## src/rtl/tmr_fault_monitor.sv

```systemverilog
// tmr_fault_monitor
//   Majority voter and fault tracker for a triplicated processing element.
//   Each replica word is {right, bottom}; the voter picks the majority among
//   the replicas that have not been retired, blames a lone dissenter, and a
//   per-replica tracker retires a replica after PERSIST_THRESH consecutive
//   blamed samples. All outputs are registered (1-cycle latency).
// Ports:
//   clk, rst (async, active-low)
//   valid_in, clear_in                 sample valid / clear of trackers
//   rep_right_in, rep_bottom_in        replica i in [i*WORD_SIZE +: WORD_SIZE]
//   voted_right_out, voted_bottom_out  voted words (hold when no sample)
//   voted_valid_out                    valid_in delayed one cycle
//   fault_flag_out, faulty_rep_out     lone dissenter and its index (3 = none)
//   rep_fault_latched_out              retired replicas
//   double_fault_out                   no majority among active replicas
//   repair_req_out                     one-cycle pulse on retirement
//   err_cnt_out                        saturating per-replica blame counters

// Per-replica streak / retirement tracker.
module tmr_rep_tracker #(
  parameter int PERSIST_THRESH = 4,
  parameter int CNT_WIDTH      = 8
) (
  input  logic                 clk,
  input  logic                 rst,
  input  logic                 clear,
  input  logic                 blame,   // already gated by valid and active
  input  logic                 agree,   // already gated by valid and active
  output logic                 latched,
  output logic                 retire,
  output logic [CNT_WIDTH-1:0] cnt
);
  localparam int SW = $clog2(PERSIST_THRESH + 1);
  localparam logic [SW-1:0] LAST = SW'(PERSIST_THRESH - 1);

  typedef enum logic [1:0] {ST_OK, ST_SUSPECT, ST_FAULTY} state_t;

  state_t         state, state_nx;
  logic [SW-1:0]  streak, streak_nx;
  logic [CNT_WIDTH-1:0] cnt_nx;

  always_ff @(posedge clk or negedge rst) begin
    if (!rst) begin
      state  <= ST_OK;
      streak <= '0;
      cnt    <= '0;
    end else begin
      state  <= state_nx;
      streak <= streak_nx;
      cnt    <= cnt_nx;
    end
  end

  always_comb begin
    state_nx  = state;
    streak_nx = streak;
    cnt_nx    = cnt;
    retire    = 1'b0;
    if (clear) begin
      state_nx  = ST_OK;
      streak_nx = '0;
      cnt_nx    = '0;
    end else begin
      case (state)
        ST_OK: begin
          if (blame) begin
            state_nx  = ST_SUSPECT;
            streak_nx = SW'(1);
          end
        end
        ST_SUSPECT: begin
          if (blame) begin
            if (streak == LAST) begin
              state_nx = ST_FAULTY;
              retire   = 1'b1;
            end else begin
              streak_nx = streak + SW'(1);
            end
          end else if (agree) begin
            state_nx  = ST_OK;
            streak_nx = '0;
          end
        end
        default: ;  // ST_FAULTY is sticky; counter and streak frozen
      endcase
      if (blame && state != ST_FAULTY && cnt != '1)
        cnt_nx = cnt + CNT_WIDTH'(1);
    end
  end

  assign latched = (state == ST_FAULTY);
endmodule

module tmr_fault_monitor #(
  parameter int WORD_SIZE      = 16,
  parameter int PERSIST_THRESH = 4,
  parameter int CNT_WIDTH      = 8
) (
  input  logic                   clk,
  input  logic                   rst,
  input  logic                   valid_in,
  input  logic                   clear_in,
  input  logic [3*WORD_SIZE-1:0] rep_right_in,
  input  logic [3*WORD_SIZE-1:0] rep_bottom_in,
  output logic [WORD_SIZE-1:0]   voted_right_out,
  output logic [WORD_SIZE-1:0]   voted_bottom_out,
  output logic                   voted_valid_out,
  output logic                   fault_flag_out,
  output logic [1:0]             faulty_rep_out,
  output logic [2:0]             rep_fault_latched_out,
  output logic                   double_fault_out,
  output logic                   repair_req_out,
  output logic [3*CNT_WIDTH-1:0] err_cnt_out
);
  localparam int DW = 2 * WORD_SIZE;

  logic [2:0][DW-1:0] w;
  logic [2:0]         act, blame, agree, retire, latched;
  logic [DW-1:0]      vote;
  logic [1:0]         odd, lo, hi;
  logic               dbl, few_act;

  for (genvar i = 0; i < 3; i++) begin : g_rep
    assign w[i] = {rep_right_in[i*WORD_SIZE +: WORD_SIZE],
                   rep_bottom_in[i*WORD_SIZE +: WORD_SIZE]};

    tmr_rep_tracker #(
      .PERSIST_THRESH(PERSIST_THRESH),
      .CNT_WIDTH     (CNT_WIDTH)
    ) u_trk (
      .clk    (clk),
      .rst    (rst),
      .clear  (clear_in),
      .blame  (blame[i]),
      .agree  (agree[i]),
      .latched(latched[i]),
      .retire (retire[i]),
      .cnt    (err_cnt_out[i*CNT_WIDTH +: CNT_WIDTH])
    );

    // A replica agrees only when a real majority exists and it matches it.
    assign agree[i] = valid_in & act[i] & ~dbl & (w[i] == vote);
    assign blame[i] = valid_in & (odd == 2'(i));
  end

  // During a clear every replica votes again, since the latches drop this edge.
  assign act     = clear_in ? 3'b111 : ~latched;
  assign few_act = ~((act[0] & act[1]) | (act[0] & act[2]) | (act[1] & act[2]));

  always_comb begin
    vote = w[0];
    odd  = 2'b11;
    dbl  = 1'b0;
    lo   = 2'd0;
    hi   = 2'd1;
    case (act)
      3'b111: begin
        if (w[0] == w[1]) begin
          vote = w[0];
          if (w[0] != w[2]) odd = 2'd2;
        end else if (w[0] == w[2]) begin
          vote = w[0];
          odd  = 2'd1;
        end else if (w[1] == w[2]) begin
          vote = w[1];
          odd  = 2'd0;
        end else begin
          dbl = 1'b1;
        end
      end
      3'b011, 3'b101, 3'b110: begin
        // With two voters a disagreement cannot be attributed.
        lo   = act[0] ? 2'd0 : 2'd1;
        hi   = act[2] ? 2'd2 : 2'd1;
        vote = w[lo];
        dbl  = (w[lo] != w[hi]);
      end
      3'b010:  begin vote = w[1]; dbl = 1'b1; end
      3'b100:  begin vote = w[2]; dbl = 1'b1; end
      default: begin vote = w[0]; dbl = 1'b1; end
    endcase
  end

  always_ff @(posedge clk or negedge rst) begin
    if (!rst) begin
      voted_right_out  <= '0;
      voted_bottom_out <= '0;
      voted_valid_out  <= 1'b0;
      fault_flag_out   <= 1'b0;
      faulty_rep_out   <= 2'b11;
      double_fault_out <= 1'b0;
      repair_req_out   <= 1'b0;
    end else if (valid_in) begin
      voted_right_out  <= vote[DW-1:WORD_SIZE];
      voted_bottom_out <= vote[WORD_SIZE-1:0];
      voted_valid_out  <= 1'b1;
      fault_flag_out   <= (odd != 2'b11);
      faulty_rep_out   <= odd;
      double_fault_out <= dbl;
      repair_req_out   <= |retire;  // trackers never retire during a clear
    end else begin
      voted_valid_out  <= 1'b0;
      fault_flag_out   <= 1'b0;
      faulty_rep_out   <= 2'b11;
      double_fault_out <= few_act;
      repair_req_out   <= 1'b0;
    end
  end

  assign rep_fault_latched_out = latched;
endmodule

```

## config.mk

```make
export PLATFORM = sky130hd
export DESIGN_NAME = tmr_fault_monitor
export DESIGN_NICKNAME = d
export VERILOG_FILES = /design/src/rtl/tmr_fault_monitor.sv
export SDC_FILE = /design/constraint.sdc
export NUM_CORES = 1
export LEC_CHECK = 0
export ABC_AREA = 1
export ABC_CLOCK_PERIOD_IN_PS = 2800
export BUFFER_PORTS_ARGS = -buffer_cell sky130_fd_sc_hd__buf_2
export CORE_MARGIN = 10
export CORE_UTILIZATION = 25
export CTS_BUF_LIST = sky130_fd_sc_hd__clkbuf_4
export DETAILED_ROUTE_END_ITERATION = 8
export GPL_TIMING_DRIVEN = 1
export SLEW_MARGIN = 0
export SYNTH_ARGS = -nofsm -noshare
export SYNTH_HDL_FRONTEND = slang
export SYNTH_HIERARCHICAL = 1
export SYNTH_SLANG_ARGS = --single-unit
```

## constraint.sdc

```tcl
create_clock -name clk -period 2.8 [get_ports clk]
set_clock_uncertainty 0.15 [all_clocks]
set_input_delay 0.56 -clock clk [delete_from_list [all_inputs] [get_ports clk]]
set_output_delay 0.56 -clock clk [all_outputs]
set_load 0.05 [all_outputs]
```

Yosys cells after proc, flatten, opt, wreduce, memory -nomap -nowiden
Cells that the tools add are included.

Register bits after elaboration: 77. Input port bits: 100. Output and inout port bits: 65. Word-level logic and storage cells: 191.

Add/subtract/negate cells: 6. Order comparisons: 2. Eq/ne operators: 44. Muxes and demuxes: 79. Bitwise logic cells: 20. Reduce and logical (&&, ||, !) cells: 24.

Operators with widths (count): $eq A32 B32 Y1 (6); $mux W32 (5); $bmux W32 S2 (2); $pmux W32 S4 (1); $ne A32 B32 Y1 (2); $mux W3 (16); $mux W8 (6); $mux W2 (21); $add A8 B1 Y8 const B (3); $ne A4 B4 Y1 const B (6); $ne A8 B8 Y1 const B (3); $reduce_and A4 Y1 (6); $mux W1 (21); $pmux W3 S2 (3); $and A1 B1 Y1 (15); $eq A3 B2 Y1 const B (5); $eq A3 B3 Y1 const B (4); $ne A4 B2 Y1 const B (3); $pmux W2 S2 (3); $add A3 B1 Y3 const B (3); $ne A3 B2 Y1 const B (3); $reduce_bool A3 Y1 (3); $eq A2 B1 Y1 const B (4); $eq A2 B2 Y1 const B (4); other kinds (11) (27).

Logic depth before layout (Yosys ltp)
Gate-level depths: netlist of the first run.

Depth in word-level cells: 15. Depth in mapped cells: 28. Depth with buffers taken out: 26.

Cells and area by module
Netlist of the first run, hierarchy kept.

Modules (own cells, without submodules): tmr_fault_monitor (instances 1, cells an instance 1539, area an instance 7790.0 um^2, seq. area each 953.4 um^2); tmr_rep_tracker (instances 3, cells an instance 107, area an instance 818.3 um^2, seq. area each 325.3 um^2).

Worst setup path before layout of the first run
No wires, ideal clock.

Path kind: register to register. From: register g_rep[0].u_trk.state[1]. To: register g_rep[2].u_trk.state[0]. Library setup time: 0.121 ns. Data arrival time: 3.338 ns. Data required time: 2.529 ns. Setup slack: -0.809 ns. Cell stages (with the launch flop): 27. Buffers on the path: 3. Clock period less this slack: 3.609 ns. Path through: dfrtp_1 > inv_1 > nor2_1 > buf_4 > nand2_2 > buf_6 > buf_6 > o21ai_0 > nand3_1 > nand2_1 > nand2_1 > nor2_1 > nand2_1 > nor2_1 > nand2_1 > nand2_1 > nand3_2 > nor2_1 > nand3_1 > nor2_1 > nand3_1 > nor2_1 > nand2_1 > nand4_1 > nand3_1 > nand2_1 > o21ai_1.

Longest elaborated chain between the ends: 13. Elaborated cells on any way between the ends: 30. Classes of those cells: 13 x eq/ne; 10 x mux; 5 x bitwise; 2 x reduce/logical.

RTL lines: start, declared (RTL line 38) `state_t state, state_nx;`; start signal, assigned (RTL line 48) `state <= state_nx;`; $eq A2 B2 Y1 * (RTL line 91) `assign latched = (state == ST_FAULTY);`; via rep_fault_latched_out[0] (RTL line 110) `output logic [2:0] rep_fault_latched_out,`; $not A3 Y3 * (RTL line 147) `assign act = clear_in ? 3'b111 : ~latched;`; $mux W3 * (RTL line 147); $mux W1 (RTL line 173) `lo = act[0] ? 2'd0 : 2'd1;`; $bmux W32 S2 (RTL line 175, 176); $mux W32 (implied by the code) (RTL line 175, 176); $ne A32 B32 Y1 (RTL line 176) `dbl = (w[lo] != w[hi]);`; $pmux W1 S2 (RTL line 156) `case (act)`; $not A1 Y1 (RTL line 142) `assign agree[i] = valid_in & act[i] & ~dbl & (w[i] == vote);`; $and A1 B1 Y1 (RTL line 142); $and A1 B1 Y1 * (RTL line 142); via agree[2] (RTL line 118) `logic [2:0] act, blame, agree, retire, latched;`; $ne A4 B2 Y1 (no line) *; $reduce_and A4 Y1 (no line) *; end signal, assigned (RTL line 48); end, declared (RTL line 38).

The timed path passes the listed nets; every way through them passes the cells marked *. The select of a mux whose other input is x is not followed. A chain may end at the register's enable or synchronous reset.

Final worst setup path of the first run
From: register g_rep[0].u_trk.state[1]. To: register g_rep[0].u_trk.state[0].

Longest elaborated chain between the ends: 13. Elaborated cells on any way between the ends: 34. Classes of those cells: 13 x eq/ne; 10 x mux; 6 x bitwise; 5 x reduce/logical.

RTL lines (RTL line): $eq A2 B2 Y1 * (91); $not A3 Y3 * (147); $mux W3 * (147); $mux W1 (173); $bmux W32 S2 (175, 176); $mux W32 (implied by the code) (175, 176); $ne A32 B32 Y1 (176); $pmux W1 S2 (156); $not A1 Y1 (142); $and A1 B1 Y1 (142); $and A1 B1 Y1 * (142); via agree[0] (118); $ne A4 B2 Y1 (no line) *; $reduce_and A4 Y1 (no line) *.

Marked as above.

==> reports/qor.yml, run 1 <==
sta:
  min_period_ns: 3.52
  fin_crit_sh: 1.26
  worst_slack_ns: -0.722
  setup_viol: 25
  tightest_slew_ns: 0.379
  hold_viol: 0
  fmax_mhz: 284
  relSlewSlack: 0.746
  rsz0062_at_grt: "yes"
  setup_tns_ns: -8.64
  maxSlewViolCount: 0
pwr:
  pwr_density_cell_nw_per_um2: 227
  ir_worst_vdd_mv: 0.145
  p_leak_nw: 8.50
yosys:
  synth_top_area_cell: "nand2_1"
  ys_seq_area_frac: 0.188
  ys_warn_count: 6
  ys_ff_latch: 77
  synthTopCellsByArea: "nand2_1, dfrtp_1, nand3_1"
  synth_top_area_frac: 0.295
  synth.cell_area_um2: 10200
  synthDistinctLibCells: 37
  synthCells: 1860
  synth_nets: 1969
  syn_area_per_cell_um2: 5.51
clock_network:
  clockRootBuffer: "clkbuf_4"
  h-tree-depth: 3
  clk_pin_slew_ns: 0.12
  cts_buffers: 9
  cts.sinks: 77
  clock_latency_ns: 0.43
  cts_buffer_depth: 2
  cts_tree: "built"
worst_setup_path:
  critPathMaxStageDelay_ns: 0.41
  cp-start-kind: "register"
  critPathMaxFanout: 11
  crit_type: "register to register"
  cpMostUsedCell: "nand2_1"
  required_ns: 2.96
  crit_slowest_cell: "dfrtp_1"
  critPathBufInv: 3
  cp_top_family: "simple AND/OR/NAND/NOR gates"
  crit_arrival_ns: 3.68
  end_kind: "register"
final_layout:
  nets: 2515
  drive_gt1_frac: 0.362
  fin_util: 0.386
  syn2layout_area_growth_pct: 53.0
  multi_input_area_um2: 7680
  fillers: 4404
  seqCellArea_um2: 1930
floorplanning:
  die_area_um2: 49500
  initial_utilization: 0.252
  die_w_um: 222
  num_rows: 74
  die_h_um: 222
  io_pins: 165
  core_area_um2: 40600
placement:
  port-buffer-count: 164
  routabilityCongestion: 1.08
  dp_hpwl_um: 45000
detailed_routing:
  drt_iter0_markers: 1493
  vias: 14794
  vias_per_cell: 5.02
  route.detailed.drc: 0
  drt-pass1-iter-count: 7
  drt-total-wl_um: 55400
  post_drt_wl_per_cell_um: 18.8
  ant_nets: 0
flow_run:
  drv_cap: 0
grt:
  antenna_found_initial: 8
  grt.overflow.total: 0
  grt.total_usage: 0.211
  grt_pass1_wl_um: 82200
  grt_max_degree: 66
  grt_pass1_vias: 14015
status:
  status: "finished with violations"
  violations: "setup timing"
worst_hold_path:
  min_path_type: "primary input to register"
Yosys cell counts (all sizes together):
cell	count
inv	204
buf	42
nand3	217
or2	1
and2	2
xnor2	22
dfrtp	75
o21ai	105
o2111ai	32
o211ai	7
nand4	47
nor3	6
nor2	159
xor2	16
ha	9
nand2b	3
a21oi	17
o21bai	3
clkbuf	22
nand2	869
dfstp	2
cell families after synthesis:
family	after synthesis	share of synthesized area
flops	77	0.188
simple gates	1304	0.554
compound gates	164	0.0989
xor+xnor	38	0.0325
buf+inv	268	0.115
fa+ha+maj	9	0.0110
per-layer routing:
metal  wire [um]  global-route usage  part of all wire  up-vias
li1            -                   -                 -     7026
met1       22300               0.262              0.40     6784
met2       24100               0.333              0.43      793
met3        5570              0.0461              0.10      185
met4        3400               0.117             0.061        6
met5          43                   0           0.00078        -
timing repair:
item	4_1_cts	5_1_grt
setup endpoints to repair	37	38
cloned	3	3
hold endpoints to repair	25	0
pin swaps	28	57
hold buffers	1	0
resized for setup	82	104
setup buffers	11	9
cells in the final DEF (no fill, tap or decap), drive strengths merged:
cell type	count
o211ai	7
o21ai	105
nor2	159
nor3	6
o2111ai	32
diode	4
xnor2	22
or2	1
o21bai	3
bufbuf	1
inv	204
nand4	47
nand3	217
and2	2
dfrtp	75
buf	594
xor2	16
clkbuf	12
dlygate4sd3	1
nand2	869
dfstp	2
a21oi	17
bufinv	1
clkinvlp	1
ha	9
nand2b	3
clkinv	4
registers in the layout, summed over array words and instances (netlist names):
register	count
double_fault_out	1
g_rep.u_trk/state	6
voted_bottom_out	16
faulty_rep_out	2
voted_valid_out	1
g_rep.u_trk/cnt	24
repair_req_out	1
voted_right_out	16
g_rep.u_trk/streak	9
fault_flag_out	1
metrics by stage:
step | instance area [um2] | power (mW) | hold slack [ns] | std cells | setup slack, ns
after floorplan | 10300 | 1.96 | 0.114 | 1860 | -0.298
after global placement | 14600 | 2.79 | 0.312 | 2901 | -1.21
after detailed placement | 14600 | 2.80 | 0.319 | 2901 | -1.24
after CTS | 15200 | 3.52 | 0.162 | 2931 | -0.596
after global routing | 15700 | 3.75 | 0.188 | 2945 | -0.842
final | 15700 | 3.56 | 0.229 | 2946 | -0.722
worst reg2reg max path, stage by stage, from the launching register on:
cell and delay (ns):
dfrtp_1 0.41, inv_2 0.08, nor2_4 0.06, nand2_4 0.11
buf_12 0.17, buf_12 0.18, nand2_1 0.09, nand2_1 0.09
nand2_1 0.06, nand2_1 0.14, nand2_1 0.10, nor2_2 0.10
nand2_2 0.10, nor2_2 0.14, nand2_2 0.08, nand2_2 0.11
nand3_4 0.13, nor2_1 0.14, nand3_1 0.08, nor2_1 0.11
nand3_1 0.10, nor2_2 0.18, nand2_1 0.08, nand4_1 0.16
nand3_1 0.12, nand2_1 0.08, o21ai_1 0.06
path summary, 6_finish.rpt:
kind,start,end,slack [ns],cells after the start
max in group asynchronous,rst,g_rep[0].u_trk/streak[2],1.44,3
worst min register to register,voted_right_out[11],voted_right_out[11],0.35,2
worst max-delay path,g_rep[0].u_trk/state[1],g_rep[0].u_trk/state[0],-0.72,26
worst min-delay path,valid_in,voted_valid_out,0.23,1
worst max register to register,g_rep[0].u_trk/state[1],g_rep[0].u_trk/state[0],-0.72,26
min in group asynchronous,rst,g_rep[1].u_trk/cnt[4],0.42,2
report_power, final:
group | switching [mW] | internal (mW) | total [mW]
Sequential | 0.0367 | 1.16 | 1.20
Combinational | 1.05 | 0.620 | 1.67
Clock | 0.420 | 0.267 | 0.687
area by class of cell:
class                      instances  area share
timing repair buffer             599       0.285
inverter                         204      0.0500
sequential                        77       0.123
clock inverter                     6     0.00415
tap                              532      0.0425
antenna                            4    0.000639
multi-input combinational       1515       0.490
clock buffer                       9     0.00431
Note: power is estimated with default switching activity, not from simulation.
==> inputs of run 2 (changes only) <==
--- a/config.mk
+++ b/config.mk
@@ -13,6 +13,7 @@
 export CTS_BUF_LIST = sky130_fd_sc_hd__clkbuf_4
 export DETAILED_ROUTE_END_ITERATION = 8
 export GPL_TIMING_DRIVEN = 1
+export SETUP_SLACK_MARGIN = 0.15
 export SLEW_MARGIN = 0
 export SYNTH_ARGS = -nofsm -noshare
 export SYNTH_HDL_FRONTEND = slang
==> run 2 against run 1 <==
Net effect: the run still ends with setup timing left; flip-flop and latch count unchanged; sequential share of layout area down 0.20 points; highest routed layer unchanged; setup slack better by 0.018 ns; critical endpoint is now g_rep[1].u_trk/streak[1]; design area up 1.6%; via count down 0.20%; first-iteration DRC count up 0.74%; clock-buffer cell count up 1; utilization up 0.63 points.
==> reports/qor.yml, run 2 (same netlist as run 1, synthesis figures left out) <==
sta:
  hold_viol: 0  # unchanged
  tightest_slew_ns: 0.563  # +0.184 ns
  fmax_mhz: 285  # +0.53%
  rsz0062_at_grt: "yes"
  worst_slack_ns: -0.704  # +0.0185 ns
  min_period_ns: 3.50  # -0.0185 ns
  maxSlewViolCount: 0  # unchanged
  setup_viol: 34  # +36%
  setup_tns_ns: -8.94  # -0.301 ns
  fin_crit_sh: 1.25  # -0.00659
  relSlewSlack: 0.624  # -0.122
pwr:
  pwr_density_cell_nw_per_um2: 230  # +1.6%
  switchingPower_mw: 1.50  # about the same
  p_leak_nw: 8.64  # +1.6%
  seq_power_share: 0.327  # -0.011
  combPwrFrac: 0.455  # -0.014
  internal_power_mw: 2.17  # +5.7%
  p_total_mw: 3.67  # +3.2%
  clock_power_share: 0.218  # +0.025
  switching_share: 0.410  # -0.0136
  ir_worst_vdd_mv: 0.170  # +17%
final_layout:
  regMostFlops: "g_rep.u_trk/cnt"
  layout_commonest_cell: "nand2_1"
  fillers: 4359  # -1.0%
  reg_top3: "g_rep.u_trk/cnt (24), voted_bottom_out (16), voted_right_out (16)"
  nets: 2524  # +0.36%
  syn2layout_area_growth_pct: 55.5
  drive_gt1_frac: 0.369  # +0.00635
  largest_register_ffs: 24  # unchanged
  final_cell_mix: "nand2_1, buf_4, nand3_1"
floorplanning:
  num_rows: 74  # unchanged
  die_area_um2: 49500  # unchanged
  initial_utilization: 0.252  # unchanged
  core_area_um2: 40600  # unchanged
  io_pins: 165  # unchanged
  die_h_um: 222  # unchanged
  die_w_um: 222  # unchanged
grt:
  grt.total_usage: 0.207  # -0.00448
  grt_max_degree: 41  # -38%
  grt_pass1_wl_um: 80600  # -2.0%
  grt.overflow.total: 0  # unchanged
  antenna_found_initial: 4  # -4
  grt_pass1_vias: 13907  # -0.77%
worst_setup_path:
  cp-start-kind: "register"
  r2r_slack_ns: -0.70  # +0.02 ns
  required_ns: 2.99  # +0.03 ns
  critPathMaxStageDelay_ns: 0.38  # -0.03 ns
  crit_type: "register to register"
  crit_slowest_cell: "dfrtp_1"
  cpMostUsedCell: "nor2_4"
  crit_arrival_ns: 3.69  # about the same
  critPathMaxFanout: 6  # -5
  end_kind: "register"
placement:
  port-buffer-count: 164  # unchanged
  routabilityCongestion: 1.05  # -2.7%
  dp_hpwl_um: 44100  # -2.1%
detailed_routing:
  route.detailed.drc: 0  # unchanged
  drt_iter0_markers: 1504  # +0.74%
  vias: 14764  # -0.20%
  vias_per_cell: 5.00  # -0.51%
  drt-pass1-iter-count: 6  # -1
  ant_nets: 0  # unchanged
  drt-total-wl_um: 55400  # about the same
  post_drt_wl_per_cell_um: 18.7  # -0.34%
clock_network:
  cts.sinks: 77  # unchanged
  cts_buffer_depth: 2  # unchanged
  h-tree-depth: 3  # unchanged
  clock_latency_ns: 0.45  # +0.02 ns
  cts_tree: "built"
  cts_buffers: 9  # unchanged
  clockRootBuffer: "clkbuf_4"
  clk_pin_slew_ns: 0.13  # about the same
flow_run:
  drv_cap: 0  # unchanged
status:
  status: "finished with violations"
  violations: "setup timing"
worst_hold_path:
  min_path_type: "primary input to register"
run 2: cell type report:
type | count | area (um2) | area share
antenna | 3 | 7.51 | 0.000471
clock buffer | 10 | 75.1 | 0.00471
clock inverter | 6 | 93.8 | 0.00589
inverter | 204 | 791 | 0.0496
multi-input combinational | 1515 | 7740 | 0.486
sequential | 77 | 1930 | 0.121
tap | 532 | 666 | 0.0418
timing repair buffer | 608 | 4630 | 0.291
run 2: worst max-delay path: cells and delay by family, from the launching register on:
kind,cells,cell delay [ns]
simple gates,21,2.35
buf+inv,3,0.39
flops,1,0.38
compound gates,2,0.12
run 2: layer usage:
layer	global-route usage	vias to the layer above	wire length (um)
met3	0.0368	176	5320
met5	0	-	9
met2	0.316	787	23600
met1	0.274	6737	23500
met4	0.101	2	3030
li1	-	7062	-
run 2: path summary, 6_finish.rpt:
path,start,cells after the start,endpoint
worst max-delay path,g_rep[0].u_trk/state[1],26,g_rep[1].u_trk/streak[1]
worst min-delay path,valid_in,1,voted_valid_out
worst max register to register,g_rep[0].u_trk/state[1],26,g_rep[1].u_trk/streak[1]
worst min register to register,voted_bottom_out[13],2,voted_bottom_out[13]
max in group asynchronous,rst,3,faulty_rep_out[0]
min in group asynchronous,rst,2,voted_bottom_out[13]
run 2: repair_timing:
action / CTS / global route
hold buffers: 1 / 0
gates resized for setup: 62 / 135
setup buffers: 15 / 25
endpoints found under the hold margin: 37 / 0
endpoints found under the setup margin: 39 / 42
cloned: 1 / 7
pin swaps: 40 / 73
run 2: power by group through the flow:
stage	clock (mW)	combinational [mW]	sequential (mW)
floorplan	0	0.592	1.37
global placement	0	1.57	1.22
detailed placement	0	1.58	1.22
CTS	0.823	1.60	1.20
global route	0.872	1.79	1.21
finish	0.800	1.67	1.20
run 2: through the flow:
stage                     hold slack, ns  instance area [um2]  worst slack, ns   util  instances
after CTS                          0.173                15100           -0.617  0.372       2920
after floorplan                    0.114                10400           -0.298      -       1860
after detailed placement           0.319                14600            -1.31  0.359       2887
final                              0.203                15900           -0.704  0.392       2955
after global routing               0.176                15900           -0.838  0.392       2954
after global placement             0.315                14600            -1.30  0.359       2887
